[config.mk]
export PLATFORM = sky130hd
export DESIGN_NAME = xbar_config_ctl
export DESIGN_NICKNAME = d
export VERILOG_FILES = /design/src/rtl/xbar_config_ctl.sv
export SDC_FILE = /design/constraint.sdc
export NUM_CORES = 1
export LEC_CHECK = 0
export ABC_AREA = 1
export BUFFER_PORTS_ARGS = -buffer_cell sky130_fd_sc_hd__clkbuf_2
export CAP_MARGIN = 10
export CORE_ASPECT_RATIO = 1.1
export CORE_MARGIN = 3
export CORE_UTILIZATION = 25
export CTS_CLUSTER_DIAMETER = 60
export DETAILED_ROUTE_END_ITERATION = 10
export PLACE_DENSITY_LB_ADDON = 0.08
export REMOVE_ABC_BUFFERS = 1
export SETUP_SLACK_MARGIN = 0.02
export SLEW_MARGIN = 20
export SYNTH_ARGS = -nofsm -noshare
export SYNTH_HDL_FRONTEND = slang
export SYNTH_SLANG_ARGS = --single-unit
[constraint.sdc]
create_clock -name clk_in -period 1.45 [get_ports clk_in]
set_input_delay 0.29 -clock clk_in [delete_from_list [all_inputs] [get_ports clk_in]]
set_output_delay 0.29 -clock clk_in [all_outputs]
set_load 0.02 [all_outputs]
[src/rtl/xbar_config_ctl.sv]
// Configuration controller for a 4x4 crossbar: validates a requested selector
// permutation, waits for a frame boundary, then blanks the outputs around the switch.
module xbar_config_ctl #(
  parameter int BLANK_CYCLES = 4
) (
  input  logic       clk_in,
  input  logic       rst_in,
  input  logic       cfg_valid_in,
  input  logic [7:0] cfg_sel_in,
  output logic       cfg_ready_out,
  input  logic       cfg_abort_in,
  input  logic       frame_sync_in,
  output logic [1:0] xbar_selectors_a,
  output logic [1:0] xbar_selectors_b,
  output logic [1:0] xbar_selectors_c,
  output logic [1:0] xbar_selectors_d,
  output logic       xbar_enable_out,
  output logic       cfg_busy_out,
  output logic       cfg_done_out,
  output logic       cfg_err_out
);

  typedef enum logic [2:0] {IDLE, CHECK, WAIT_SYNC, GATE, BLANK} state_t;

  localparam logic [7:0] IDENTITY   = 8'hE4;
  localparam logic [3:0] BLANK_LOAD = 4'(BLANK_CYCLES);

  state_t     state_reg, state_next;
  logic [7:0] pending_reg, pending_next;
  logic [7:0] sel_reg, sel_next;
  logic [3:0] count_reg, count_next;
  logic       enable_reg, enable_next;
  logic       done_reg, done_next;
  logic       err_reg, err_next;

  // Each field marks the output it claims; a permutation claims all four.
  logic [3:0] field_hit [4];
  logic       pending_legal;

  genvar gi;
  generate
    for (gi = 0; gi < 4; gi++) begin : g_field
      assign field_hit[gi] = 4'b0001 << pending_reg[2*gi +: 2];
    end
  endgenerate

  assign pending_legal = &(field_hit[0] | field_hit[1] | field_hit[2] | field_hit[3]);

  always_ff @(posedge clk_in) begin
    if (rst_in) begin
      state_reg   <= IDLE;
      pending_reg <= IDENTITY;
      sel_reg     <= IDENTITY;
      count_reg   <= 4'd0;
      enable_reg  <= 1'b1;
      done_reg    <= 1'b0;
      err_reg     <= 1'b0;
    end else begin
      state_reg   <= state_next;
      pending_reg <= pending_next;
      sel_reg     <= sel_next;
      count_reg   <= count_next;
      enable_reg  <= enable_next;
      done_reg    <= done_next;
      err_reg     <= err_next;
    end
  end

  always_comb begin
    state_next   = state_reg;
    pending_next = pending_reg;
    sel_next     = sel_reg;
    count_next   = count_reg;
    enable_next  = enable_reg;
    done_next    = 1'b0;
    err_next     = 1'b0;
    case (state_reg)
      IDLE: begin
        if (cfg_valid_in) begin
          pending_next = cfg_sel_in;
          state_next   = CHECK;
        end
      end
      CHECK: begin
        if (!pending_legal) begin
          err_next   = 1'b1;
          state_next = IDLE;
        end else if (pending_reg == sel_reg) begin
          done_next  = 1'b1;
          state_next = IDLE;
        end else begin
          state_next = WAIT_SYNC;
        end
      end
      WAIT_SYNC: begin
        // Abort takes priority over a coincident frame boundary.
        if (cfg_abort_in) begin
          state_next = IDLE;
        end else if (frame_sync_in) begin
          enable_next = 1'b0;
          count_next  = BLANK_LOAD;
          state_next  = GATE;
        end
      end
      GATE: begin
        sel_next   = pending_reg;
        state_next = BLANK;
      end
      BLANK: begin
        if (count_reg <= 4'd1) begin
          enable_next = 1'b1;
          done_next   = 1'b1;
          state_next  = IDLE;
        end else begin
          count_next = count_reg - 4'd1;
        end
      end
      default: state_next = IDLE;
    endcase
  end

  assign cfg_ready_out    = (state_reg == IDLE);
  assign cfg_busy_out     = (state_reg != IDLE);
  assign cfg_done_out     = done_reg;
  assign cfg_err_out      = err_reg;
  assign xbar_enable_out  = enable_reg;
  assign xbar_selectors_a = sel_reg[1:0];
  assign xbar_selectors_b = sel_reg[3:2];
  assign xbar_selectors_c = sel_reg[5:4];
  assign xbar_selectors_d = sel_reg[7:6];

endmodule

### Word level (Yosys, flattened, before mapping)

Index checks and enable logic that the tools add are counted.

* order comparisons: 1
* bitwise logic cells: 4
* reduce and logical (&&, ||, !) cells: 9
* add/sub/neg operators: 1
* equality and inequality tests: 11
* muxes and demuxes: 20
* shift operators: 4

Operators by type and width (number)
* $shl A1 B2 Y4 const A: 4
* $pmux W3 S5: 1
* $mux W3: 4
* $mux W4: 3
* $or A4 B4 Y4: 3
* $reduce_and A4 Y1: 3
* $ne A2 B2 Y1 const B: 5
* $eq A8 B8 Y1: 1
* $pmux W4 S2: 1
* $mux W1: 7
* $eq A3 B2 Y1 const B: 2
* $le A4 B1 Y1 const B: 1
* $mux W2: 2
* $pmux W1 S2: 2
* $sub A4 B1 Y4 const B: 1
* $eq A3 B1 Y1 const B: 1
* $eq A3 B3 Y1 const B: 1
* $logic_not A3 Y1: 1
* $ne A3 B3 Y1 const B: 1
* $reduce_and A3 Y1: 1
* $reduce_bool A3 Y1: 1
* $reduce_and A2 Y1: 1
* $reduce_bool A2 Y1: 1
* $reduce_or A2 Y1: 1
* $not A1 Y1: 1

* register bits: 26
* input bits: 13
* logic and storage cells: 57

### Longest topological paths before layout

* depth in word-level cells: 7
* depth in mapped cells: 10

### Worst setup path before layout

Ideal clock, no wire load.

* path kind: flip-flop to flip-flop
* start: reg count_reg[0]
* end: reg count_reg[3]
* library setup time: 113 ps
* required time: 1337 ps
* cell stages (with the launch flop): 9
* setup slack: 99 ps
* arrival time: 1239 ps
* cell sequence: dfxtp_1 > inv_1 > ha_1 > o21ai_0 > nand2_2 > nand2_4 > nand4_1 > nand2_1 > nor2_2

* longest elaborated chain between the ends: 3
* elaborated cells between the ends (all ways): 6
* those cells by class: add/sub: 1; order compare: 1; eq/ne: 1; mux: 2; reduce/logical: 1

Ends and longest elaborated chain
* start: declaration: line 31 `logic [3:0] count_reg, count_next;`
* start signal: assignment: line 62 `count_reg <= count_next;`
* $sub A4 B1 Y4 / $le A4 B1 Y1 (equally long branches): line 115, 110
* $mux W4 / $ne A2 B2 Y1 (equally long branches)
* $pmux W4 S2 / $reduce_and A4 Y1 (equally long branches)

Several ways; a longest one is shown, not always the timed one. The select of a mux whose other input is x is not followed.
A chain may end at the register's enable or synchronous reset.

### Final worst setup path

* start: reg state_reg[2]
* end: out cfg_ready_out

* longest elaborated chain between the ends: 1

Ends and longest elaborated chain
* start: declaration: line 28 `state_t state_reg, state_next;`
* start signal: assignment: line 59 `state_reg <= state_next;`
* $logic_not A3 Y1: line 122 `assign cfg_ready_out = (state_reg == IDLE);`
* end: declaration: line 10 `output logic cfg_ready_out,`

Every way passes these cells.

==> results.sh <==
export IMPL_routed_wl_um=3490
export IMPL_cts_tree="done"
export IMPL_worst_slew_pin_slew_ns=0.329
export IMPL_hpwlAfterDp_um=2680
export IMPL_ios=26
export IMPL_routedWlPerCell_um=10.9
export IMPL_ir_drop_mv=0.354
export IMPL_crit_buf_inv=3
export IMPL_clkLatencyLatePin_ns=0.27
export IMPL_worst_path_max_delay_cell="dfxtp_2"
export IMPL_netlist_area_mm2=0.00144
export IMPL_grt_util_all_layers_pct=11.1
export IMPL_finalInstanceArea_mm2=0.00175
export IMPL_grt_overflow=0
export IMPL_fin_crit_sh_pct=92.5
export IMPL_layout_commonest_cell="nand2_1"
export IMPL_period_minus_slack_ns=1.34
export IMPL_fp_dieArea_mm2=0.00672
export IMPL_place_gp_congestion=0.749
export IMPL_area_growth_pct=21.4
export IMPL_ys_top_cells_by_area="dfxtp_1, nand2_1, inv_1, a21oi_1, nor2_1"
export IMPL_antenna_left=0
export IMPL_placed_cell_area_mm2=0.00168
export IMPL_rsz0062_at_grt="yes"
export IMPL_cts_clk_slew_worst_paths_ns=0.09
export IMPL_syn_avg_cell_area_um2=6.74
export IMPL_cts_hold_fix_buffers=0
export IMPL_synth_seq_cells=26
export IMPL_die_height_um=85.7
export IMPL_crit_required_ns=1.16
export IMPL_fin_skew_ns=0.00186
export IMPL_num_rows=28
export IMPL_netlist_instances=214
export IMPL_slew_viol_final=0
export IMPL_final_layout_size_suffix_gt1_share_pct=26.1
export IMPL_io_buffers=25
export IMPL_arrival_ns=1.05
export IMPL_core_area_mm2=0.00547
export IMPL_crit_type="reg2out"
export IMPL_antenna_found_initial=0
export IMPL_power_density_mw_per_mm2=981
export IMPL_drc_errors=0
export IMPL_startpoint_type="register"
export IMPL_hold_viol_final=0
export IMPL_yosysUniqueCellTypes=29
export IMPL_drt_iter0_markers=24
export IMPL_layout_common_cells="nand2_1, inv_1, clkbuf_2, dfxtp_1"
export IMPL_crit_chain="inv_1, nand2_2, inv_2, buf_4"
export IMPL_vias_per_cell=4.23
export IMPL_fp_dieW_um=78.4
export IMPL_critPathTopFamily="flip-flops"
export IMPL_final_core_util_pct=32.1
export IMPL_grt_pass1_wl_um=5920
export IMPL_grt_max_degree=18
export IMPL_cts_buffers=3
export IMPL_cts_root_buf="clkbuf_8"
export IMPL_nets=262
export IMPL_clk_path_buf_depth=2
export IMPL_synth_top_area_share_pct=36.1
export IMPL_slowest_delay_ns=0.40
export IMPL_holdCritPathClass="in2reg"
export IMPL_finalSetupTns_ns=0
export IMPL_drv_cap=0
export IMPL_cts_max_level=1
export IMPL_start_util_pct=26.4
export IMPL_cts_sinks=26
export IMPL_setup_violations=0
export IMPL_totalPowerFinal_mw=1.72
export IMPL_power_leakage_nw=0.846
export IMPL_yosys_area_top_type="dfxtp_1"
export IMPL_firstDrtPassIters=4
export IMPL_grt_pass1_vias=1316
export IMPL_fmax_mhz=745
export IMPL_yosys_warnings=0
export IMPL_diodes=0
export IMPL_crit_path_end_kind="output pin"
export IMPL_critPathMaxFanout=4
export IMPL_slew_headroom_pct=77.9
export IMPL_outcome="finished clean"
export IMPL_via_count=1355
export IMPL_synth_seq_area_share_pct=36.1
-- cell families (layout without fill, tap and decap cells) --
logic type | after synthesis | count (layout) | synth area share, %
xor gates and xnor gates | 2 | 2 | 1.21
adders and majority gates | 2 | 2 | 1.73
buffers and inverters | 38 | 69 | 11.1
and+or+nand+nor | 108 | 108 | 34.3
DFF | 26 | 26 | 36.1
AOI/OAI and AO/OA | 38 | 38 | 15.5
-- worst paths after layout --
| check | cells past startpoint | from | slack [ns] | endpoint |
|---|---|---|---|---|
| setup / recovery | 4 | state_reg[2] | 0.11 | cfg_ready_out |
| hold / removal | 3 | cfg_sel_in[5] | 0.23 | pending_reg[5] |
| setup reg to reg | 8 | pending_reg[7] | 0.14 | cfg_done_out |
| hold reg to reg | 2 | count_reg[0] | 0.48 | count_reg[0] |
-- worst min-delay path, stage by stage --
cell and delay, ns:
clkbuf_2 0.07, nand2_1 0.04, o211ai_1 0.06
-- through the flow --
step	setup WS (ns)	hold WS, ns	instances
global route	0.0124	0.232	320
detailed placement	0.00335	0.480	315
CTS	0.0335	0.222	318
global placement	0.0270	0.476	315
finish	0.108	0.231	320
floorplan	0.0962	0.352	211
-- routing by layer --
metal	global-route usage [%]	up-vias	wire length, µm
met5	0	-	0
met4	2.86	0	25
met1	13.1	588	1560
li1	-	737	-
met3	3.26	2	195
met2	19.8	28	1710
-- cell type report --
type                            count  area, µm²
Sequential cell                    26        528
Clock buffer                        3       41.3
Timing Repair Buffer               31        185
Multi-Input combinational cell    150        771
Fill cell                         630       3710
Tap cell                           75       93.8
Inverter                           35        133
-- timing repair --
item	in CTS	in global routing
buffers inserted	0	2
pin swaps	1	1
resized for setup	4	6
endpoints found under the setup margin	5	5
-- cell usage after synthesis --
cell and n:
nand2_1 71, dfxtp_1 26, inv_1 25, a21oi_1 15
nor2_1 15, o21ai_0 11, inv_2 8, o211ai_1 6
nand3_1 4, nand2_2 3, nand4_1 3, nor2_2 3
o21ai_1 3, buf_6 2, ha_1 2, nand2_4 2
nand3_2 2, o211ai_2 2, a21oi_2 1, buf_2 1
clkinv_1 1, clkinv_2 1, nand3b_4 1, nor3_1 1
nor3_4 1, nor4_1 1, or2_2 1, xnor2_1 1
xor2_1 1
-- power by group --
part	internal, mW	total, mW	switching, mW
Clock	0.187	0.422	0.236
Combinational	0.181	0.473	0.292
Sequential	0.764	0.823	0.0588
(Power assumes the default switching activity.)
